--- src/rtl/cond_unit_if.sv ---
// rtl/cond_unit_if.sv - decoder-to-commit bundle for the conditional-execution stage
interface cond_unit_if #(parameter int CNT_W = 16);
  logic [3:0]       Cond;
  logic [3:0]       ALUFlags;
  logic [1:0]       FlagW;
  logic             PCS;
  logic             RegW;
  logic             MemW;
  logic             Stall;
  logic             Flush;
  logic             PCSrc;
  logic             RegWrite;
  logic             MemWrite;
  logic             CondEx;
  logic [3:0]       Flags;
  logic [CNT_W-1:0] RetireCount;
  logic [CNT_W-1:0] SquashCount;

  modport master (
    output Cond, ALUFlags, FlagW, PCS, RegW, MemW, Stall, Flush,
    input  PCSrc, RegWrite, MemWrite, CondEx, Flags, RetireCount, SquashCount
  );

  modport slave (
    input  Cond, ALUFlags, FlagW, PCS, RegW, MemW, Stall, Flush,
    output PCSrc, RegWrite, MemWrite, CondEx, Flags, RetireCount, SquashCount
  );
endinterface

--- src/rtl/cond_unit.sv ---
// rtl/cond_unit.sv - NZCV flag register, condition check, strobe gating and retire/squash counters
module cond_unit #(
  parameter int CNT_W = 16
) (
  input logic        clk,
  input logic        reset,
  cond_unit_if.slave bus
);

  localparam logic [CNT_W-1:0] CNT_MAX = '1;

  logic [3:0]       flags_q;
  logic [CNT_W-1:0] retire_q;
  logic [CNT_W-1:0] squash_q;
  logic             n, z, c, v;
  logic             cond_ex;
  logic             commit;

  assign {n, z, c, v} = flags_q;

  always_comb begin
    cond_ex = 1'b1;
    case (bus.Cond)
      4'b0000: cond_ex = z;
      4'b0001: cond_ex = ~z;
      4'b0010: cond_ex = c;
      4'b0011: cond_ex = ~c;
      4'b0100: cond_ex = n;
      4'b0101: cond_ex = ~n;
      4'b0110: cond_ex = v;
      4'b0111: cond_ex = ~v;
      4'b1000: cond_ex = c & ~z;
      4'b1001: cond_ex = ~c | z;
      4'b1010: cond_ex = (n == v);
      4'b1011: cond_ex = (n != v);
      4'b1100: cond_ex = ~z & (n == v);
      4'b1101: cond_ex = z | (n != v);
      default: cond_ex = 1'b1;
    endcase
  end

  assign commit       = cond_ex & ~bus.Stall & ~bus.Flush;
  assign bus.PCSrc    = bus.PCS  & commit;
  assign bus.RegWrite = bus.RegW & commit;
  assign bus.MemWrite = bus.MemW & commit;
  assign bus.CondEx   = cond_ex;
  assign bus.Flags    = flags_q;
  assign bus.RetireCount = retire_q;
  assign bus.SquashCount = squash_q;

  always_ff @(posedge clk) begin
    if (reset) begin
      flags_q  <= 4'b0000;
      retire_q <= '0;
      squash_q <= '0;
    end else begin
      if (commit) begin
        if (bus.FlagW[1]) flags_q[3:2] <= bus.ALUFlags[3:2];
        if (bus.FlagW[0]) flags_q[1:0] <= bus.ALUFlags[1:0];
      end
      // Stall counts nothing; otherwise exactly one counter advances, saturating.
      if (!bus.Stall) begin
        if (commit) begin
          if (retire_q != CNT_MAX) retire_q <= retire_q + CNT_W'(1);
        end else begin
          if (squash_q != CNT_MAX) squash_q <= squash_q + CNT_W'(1);
        end
      end
    end
  end

  // Strobes are ANDed with commit, so an unknown decoder strobe never leaks out when not committing.
  always_ff @(posedge clk) begin
    if (!reset && !commit)
      assert (!$isunknown({bus.PCSrc, bus.RegWrite, bus.MemWrite}));
  end

endmodule

--- src/flat_wrapper.sv ---
// flat-port wrapper written by rule: the top's interface ports become plain ports
module cond_unit_flat 
#(
  parameter int CNT_W = 16
)
  (clk, reset, bus_Cond, bus_ALUFlags, bus_FlagW, bus_PCS, bus_RegW, bus_MemW, bus_Stall, bus_Flush, bus_PCSrc, bus_RegWrite, bus_MemWrite, bus_CondEx, bus_Flags, bus_RetireCount, bus_SquashCount);
  cond_unit_if #(.CNT_W(CNT_W)) bus_i ();
  input logic clk;
  input logic reset;
  input wire logic [$bits(bus_i.Cond)-1:0] bus_Cond;
  input wire logic [$bits(bus_i.ALUFlags)-1:0] bus_ALUFlags;
  input wire logic [$bits(bus_i.FlagW)-1:0] bus_FlagW;
  input wire logic [$bits(bus_i.PCS)-1:0] bus_PCS;
  input wire logic [$bits(bus_i.RegW)-1:0] bus_RegW;
  input wire logic [$bits(bus_i.MemW)-1:0] bus_MemW;
  input wire logic [$bits(bus_i.Stall)-1:0] bus_Stall;
  input wire logic [$bits(bus_i.Flush)-1:0] bus_Flush;
  output wire logic [$bits(bus_i.PCSrc)-1:0] bus_PCSrc;
  output wire logic [$bits(bus_i.RegWrite)-1:0] bus_RegWrite;
  output wire logic [$bits(bus_i.MemWrite)-1:0] bus_MemWrite;
  output wire logic [$bits(bus_i.CondEx)-1:0] bus_CondEx;
  output wire logic [$bits(bus_i.Flags)-1:0] bus_Flags;
  output wire logic [$bits(bus_i.RetireCount)-1:0] bus_RetireCount;
  output wire logic [$bits(bus_i.SquashCount)-1:0] bus_SquashCount;
  assign bus_i.Cond = bus_Cond;
  assign bus_i.ALUFlags = bus_ALUFlags;
  assign bus_i.FlagW = bus_FlagW;
  assign bus_i.PCS = bus_PCS;
  assign bus_i.RegW = bus_RegW;
  assign bus_i.MemW = bus_MemW;
  assign bus_i.Stall = bus_Stall;
  assign bus_i.Flush = bus_Flush;
  assign bus_PCSrc = bus_i.PCSrc;
  assign bus_RegWrite = bus_i.RegWrite;
  assign bus_MemWrite = bus_i.MemWrite;
  assign bus_CondEx = bus_i.CondEx;
  assign bus_Flags = bus_i.Flags;
  assign bus_RetireCount = bus_i.RetireCount;
  assign bus_SquashCount = bus_i.SquashCount;
  cond_unit #(.CNT_W(CNT_W)) u_core (.clk(clk), .reset(reset), .bus(bus_i));
endmodule
--- config.mk ---
export PLATFORM = sky130hd
export DESIGN_NAME = cond_unit_flat
export DESIGN_NICKNAME = d
export VERILOG_FILES = /design/src/rtl/cond_unit_if.sv /design/src/rtl/cond_unit.sv /design/src/flat_wrapper.sv
export SDC_FILE = /design/constraint.sdc
export NUM_CORES = 1
export LEC_CHECK = 0
export ABC_CLOCK_PERIOD_IN_PS = 2900
export BUFFER_PORTS_ARGS = -buffer_cell sky130_fd_sc_hd__buf_2
export CORE_MARGIN = 10
export CORE_UTILIZATION = 56
export DETAILED_ROUTE_END_ITERATION = 10
export PLACE_DENSITY = 0.84
export SYNTH_ARGS = -nofsm -noshare
export SYNTH_HDL_FRONTEND = slang
export SYNTH_SLANG_ARGS = --single-unit
export TNS_END_PERCENT = 1
--- constraint.sdc ---
create_clock -name clk -period 2.9 [get_ports clk]
set_input_delay 0.29 -clock clk [delete_from_list [all_inputs] [get_ports clk]]
set_output_delay 0.29 -clock clk [all_outputs]
set_load 0.005 [all_outputs]
==> out/results.txt <==
Status: finished clean
Total GRT Usage: 15.5%
Critical Path Fanout Max: 16
Cell mode on critical path: a31oi_1
Register area share after synthesis: 35.8%
Critical Path End Type: flop
Synth Cell Area: 2010 µm²
Area delta synth->final: 21.1%
Switching pwr: 0.000250 W
Port Buffers: 56
Routed via count: 2042
Ys Warns: 0
Syn nets: 267
Width of the die: 80.0 µm
I/O pin cnt: 57
Crit Path Category: reg2reg
DR vias/cell: 5.75
Crit path max-delay family: compound AO/OA/AOI/OAI gates
Hold Path Depth: 3
Fill cell count: 301
Cell at the root of the clock tree: clkbuf_4
Gate power share: 11.0%
Syn avg cell area: 8.12 µm²
Htree depth: 2
Worst-Margin Slew: 1.10 ns
CTS buffer count: 5
Top FF cell, synth: dfxtp_1
Reg area: 721 µm²
Critical path's slowest cell: a31oi_1
Clock Latency Late Sink: 0.35 ns
RSZ-0062 raised after global routing: no
Most frequent cells in the layout: buf_2, dfxtp_1, a21oi_1
Vias in the first global route: 1868
Worst Skew: 0.00698 ns
Path category of the worst min-delay check: in2reg
Arr. time, crit path: 2.80 ns
Min Clock Period, post-route: 2.58 ns
Data required, critical path: 3.12 ns
Routed WL: 4.93 mm
Multi-input gate area: 1200 µm²
Antenna diode count: 0
Sequential Power Share: 49.7%
Commonest non-fill, non-tap cell in the layout: buf_2
Power Density: 421 nW/µm²
Clock net sink count: 36
Nets: 327
VDD IR-drop max: 213 µV
Internal cell power: 0.000777 W
Die Y: 80.0 µm
DR WL/cell: 13.9 µm
Post-synth EDFFs: 0
Post-CTS resize count: 0
Critical path, cell by cell: ha_1, nand4_1, o41ai_1, a31oi_1, a31oi_1, mux2i_1, nor2_1
Tcrit/Tclk final: 89.0%
Final core utilization: 71.4%
Largest net degree at the start of global routing: 44
Clk pwr share: 39.3%
Die ar.: 6390 µm²
Setup violators final: 0
Clock buffer depth: 2
Setup TNS: 0 ns
Slew headroom: 26.6%
Post-Syn Instances: 248
First-pass GRT wire length: 8.25 mm
Initial antenna violation count: 0
Post-DP HPWL: 3.67 mm
Async set-reset flop share out of synthesis: 0%
DRC: 0
Final Hold Viols: 0
Layout cells sized above 1: 27.8%
CTS tree: done
CP Buf/Inv Count: 0
P_leak: 0.996 nW
Max-Cap Viols: 0
Core Rows: 21
Initial Util: 58.9%
Max-slew violations: 0
Post-synth cell types: 45
Crit. path cell count: 7
#FFs+latches synth: 36
Clock-pin slew on the worst setup and hold paths: 0.11 ns
Total gr overflow: 0
Final Wtd Congestion: 0.784
Fmax: 387 MHz
Core Area: 3420 µm²
DRT Pass-1 Iters: 4
1st-iter DRT viols: 140
Number of cells on the worst reg-to-reg path: 7
Final ANT Viol Nets: 0
CP startpoint kind: flop
Switching share of power: 24.3%
Largest stage delay on the critical path: 0.84 ns
registers in the layout, indices dropped and copies added (netlist names):
register and flops:
u_core.bus.Flags 4, u_core.bus.SquashCount 16, u_core.bus.RetireCount 16
worst paths after layout:
| check | slack (ns) | startpoint | endpoint |
|---|---|---|---|
| hold / removal | 0.18 | bus_ALUFlags[2] | u_core.bus.Flags[2] |
| hold reg to reg | 0.51 | u_core.bus.RetireCount[6] | u_core.bus.RetireCount[6] |
| setup reg to reg | 0.32 | u_core.bus.SquashCount[0] | u_core.bus.SquashCount[1] |
| setup / recovery | 0.32 | u_core.bus.SquashCount[0] | u_core.bus.SquashCount[1] |
cell families (layout without fill, tap and decap cells):
group                      Yosys count  after routing  synth area share (%)
AOI/OAI and AO/OA                   69             69                  22.6
buffers and inverters               19             80                  4.54
adders and majority gates            2              2                  1.24
and+or+nand+nor                    111            111                  29.8
muxes                                8              8                  4.72
xor gates and xnor gates             3              3                  1.31
DFF                                 36             36                  35.8
final cells by class:
| cell class | count | share of cell area [%] |
|---|---|---|
| timing repair buffer | 62 | 13.3 |
| clock inverter | 1 | 1.23 |
| inverter | 10 | 1.54 |
| tap | 46 | 2.36 |
| clock buffer | 7 | 2.67 |
| sequential | 36 | 29.6 |
| multi-input combinational | 193 | 49.3 |
Yosys cell counts, types with 2 or more instances:
master	n	area [µm²]
inv_1	10	37.5
nand3_1	20	100
a21oi_1	28	140
buf_6	2	22.5
and2_1	4	25.0
o31ai_1	5	37.5
or3_1	14	87.6
nand2_1	16	60.1
nor4_1	2	12.5
a31o_2	4	35.0
clkbuf_1	5	18.8
dfxtp_1	36	721
ha_1	2	25.0
nand2b_1	2	12.5
and3_1	6	37.5
nor2b_1	7	43.8
a21bo_2	3	30.0
nor2_1	16	60.1
a31oi_1	6	37.5
nand4_1	6	37.5
xnor2_1	2	17.5
mux2_1	5	56.3
or2_2	2	12.5
o21ai_0	14	70.1
o41ai_1	2	17.5
or4_1	5	37.5
nor3_1	6	30.0
routing by layer:
metal / vias to the layer above / global-route usage [%] / routed length [µm]
met2: 55 / 23.2 / 2200
met3: 7 / 6.08 / 407
li1: 1044 / - / -
met1: 936 / 18.7 / 2260
met4: 0 / 7.75 / 63
met5: - / 0 / 0
per-stage QoR:
stage / instance area (µm²) / hold slack [ns] / worst slack (ns) / total power, W / cells
after floorplan: 2010 / 0.437 / 0.755 / 0.000593 / 248
after global placement: 2310 / 0.474 / 0.417 / 0.000627 / 343
after detailed placement: 2310 / 0.487 / 0.345 / 0.000630 / 343
after CTS: 2410 / 0.169 / 0.206 / 0.00103 / 351
after global routing: 2440 / 0.170 / 0.00717 / 0.00107 / 355
final: 2440 / 0.180 / 0.319 / 0.00103 / 355
power by group through the flow:
stage	clock, W	combinational, W	sequential (W)
global route	0.000431	0.000128	0.000511
CTS	0.000411	0.000109	0.000510
detailed placement	0	0.000109	0.000521
global placement	0	0.000106	0.000520
floorplan	0	0.0000721	0.000521
finish	0.000403	0.000113	0.000510
tightest hold or removal path: stages:
cell and delay (ns):
buf_2 0.09, nand3_1 0.06, a21oi_1 0.05
repair_timing:
item,CTS,global route
hold buffers,0,0
endpoints found under the setup margin,0,3
endpoints found under the hold margin,0,0
buffers inserted,0,4
Power figures use the tool's default switching activity.
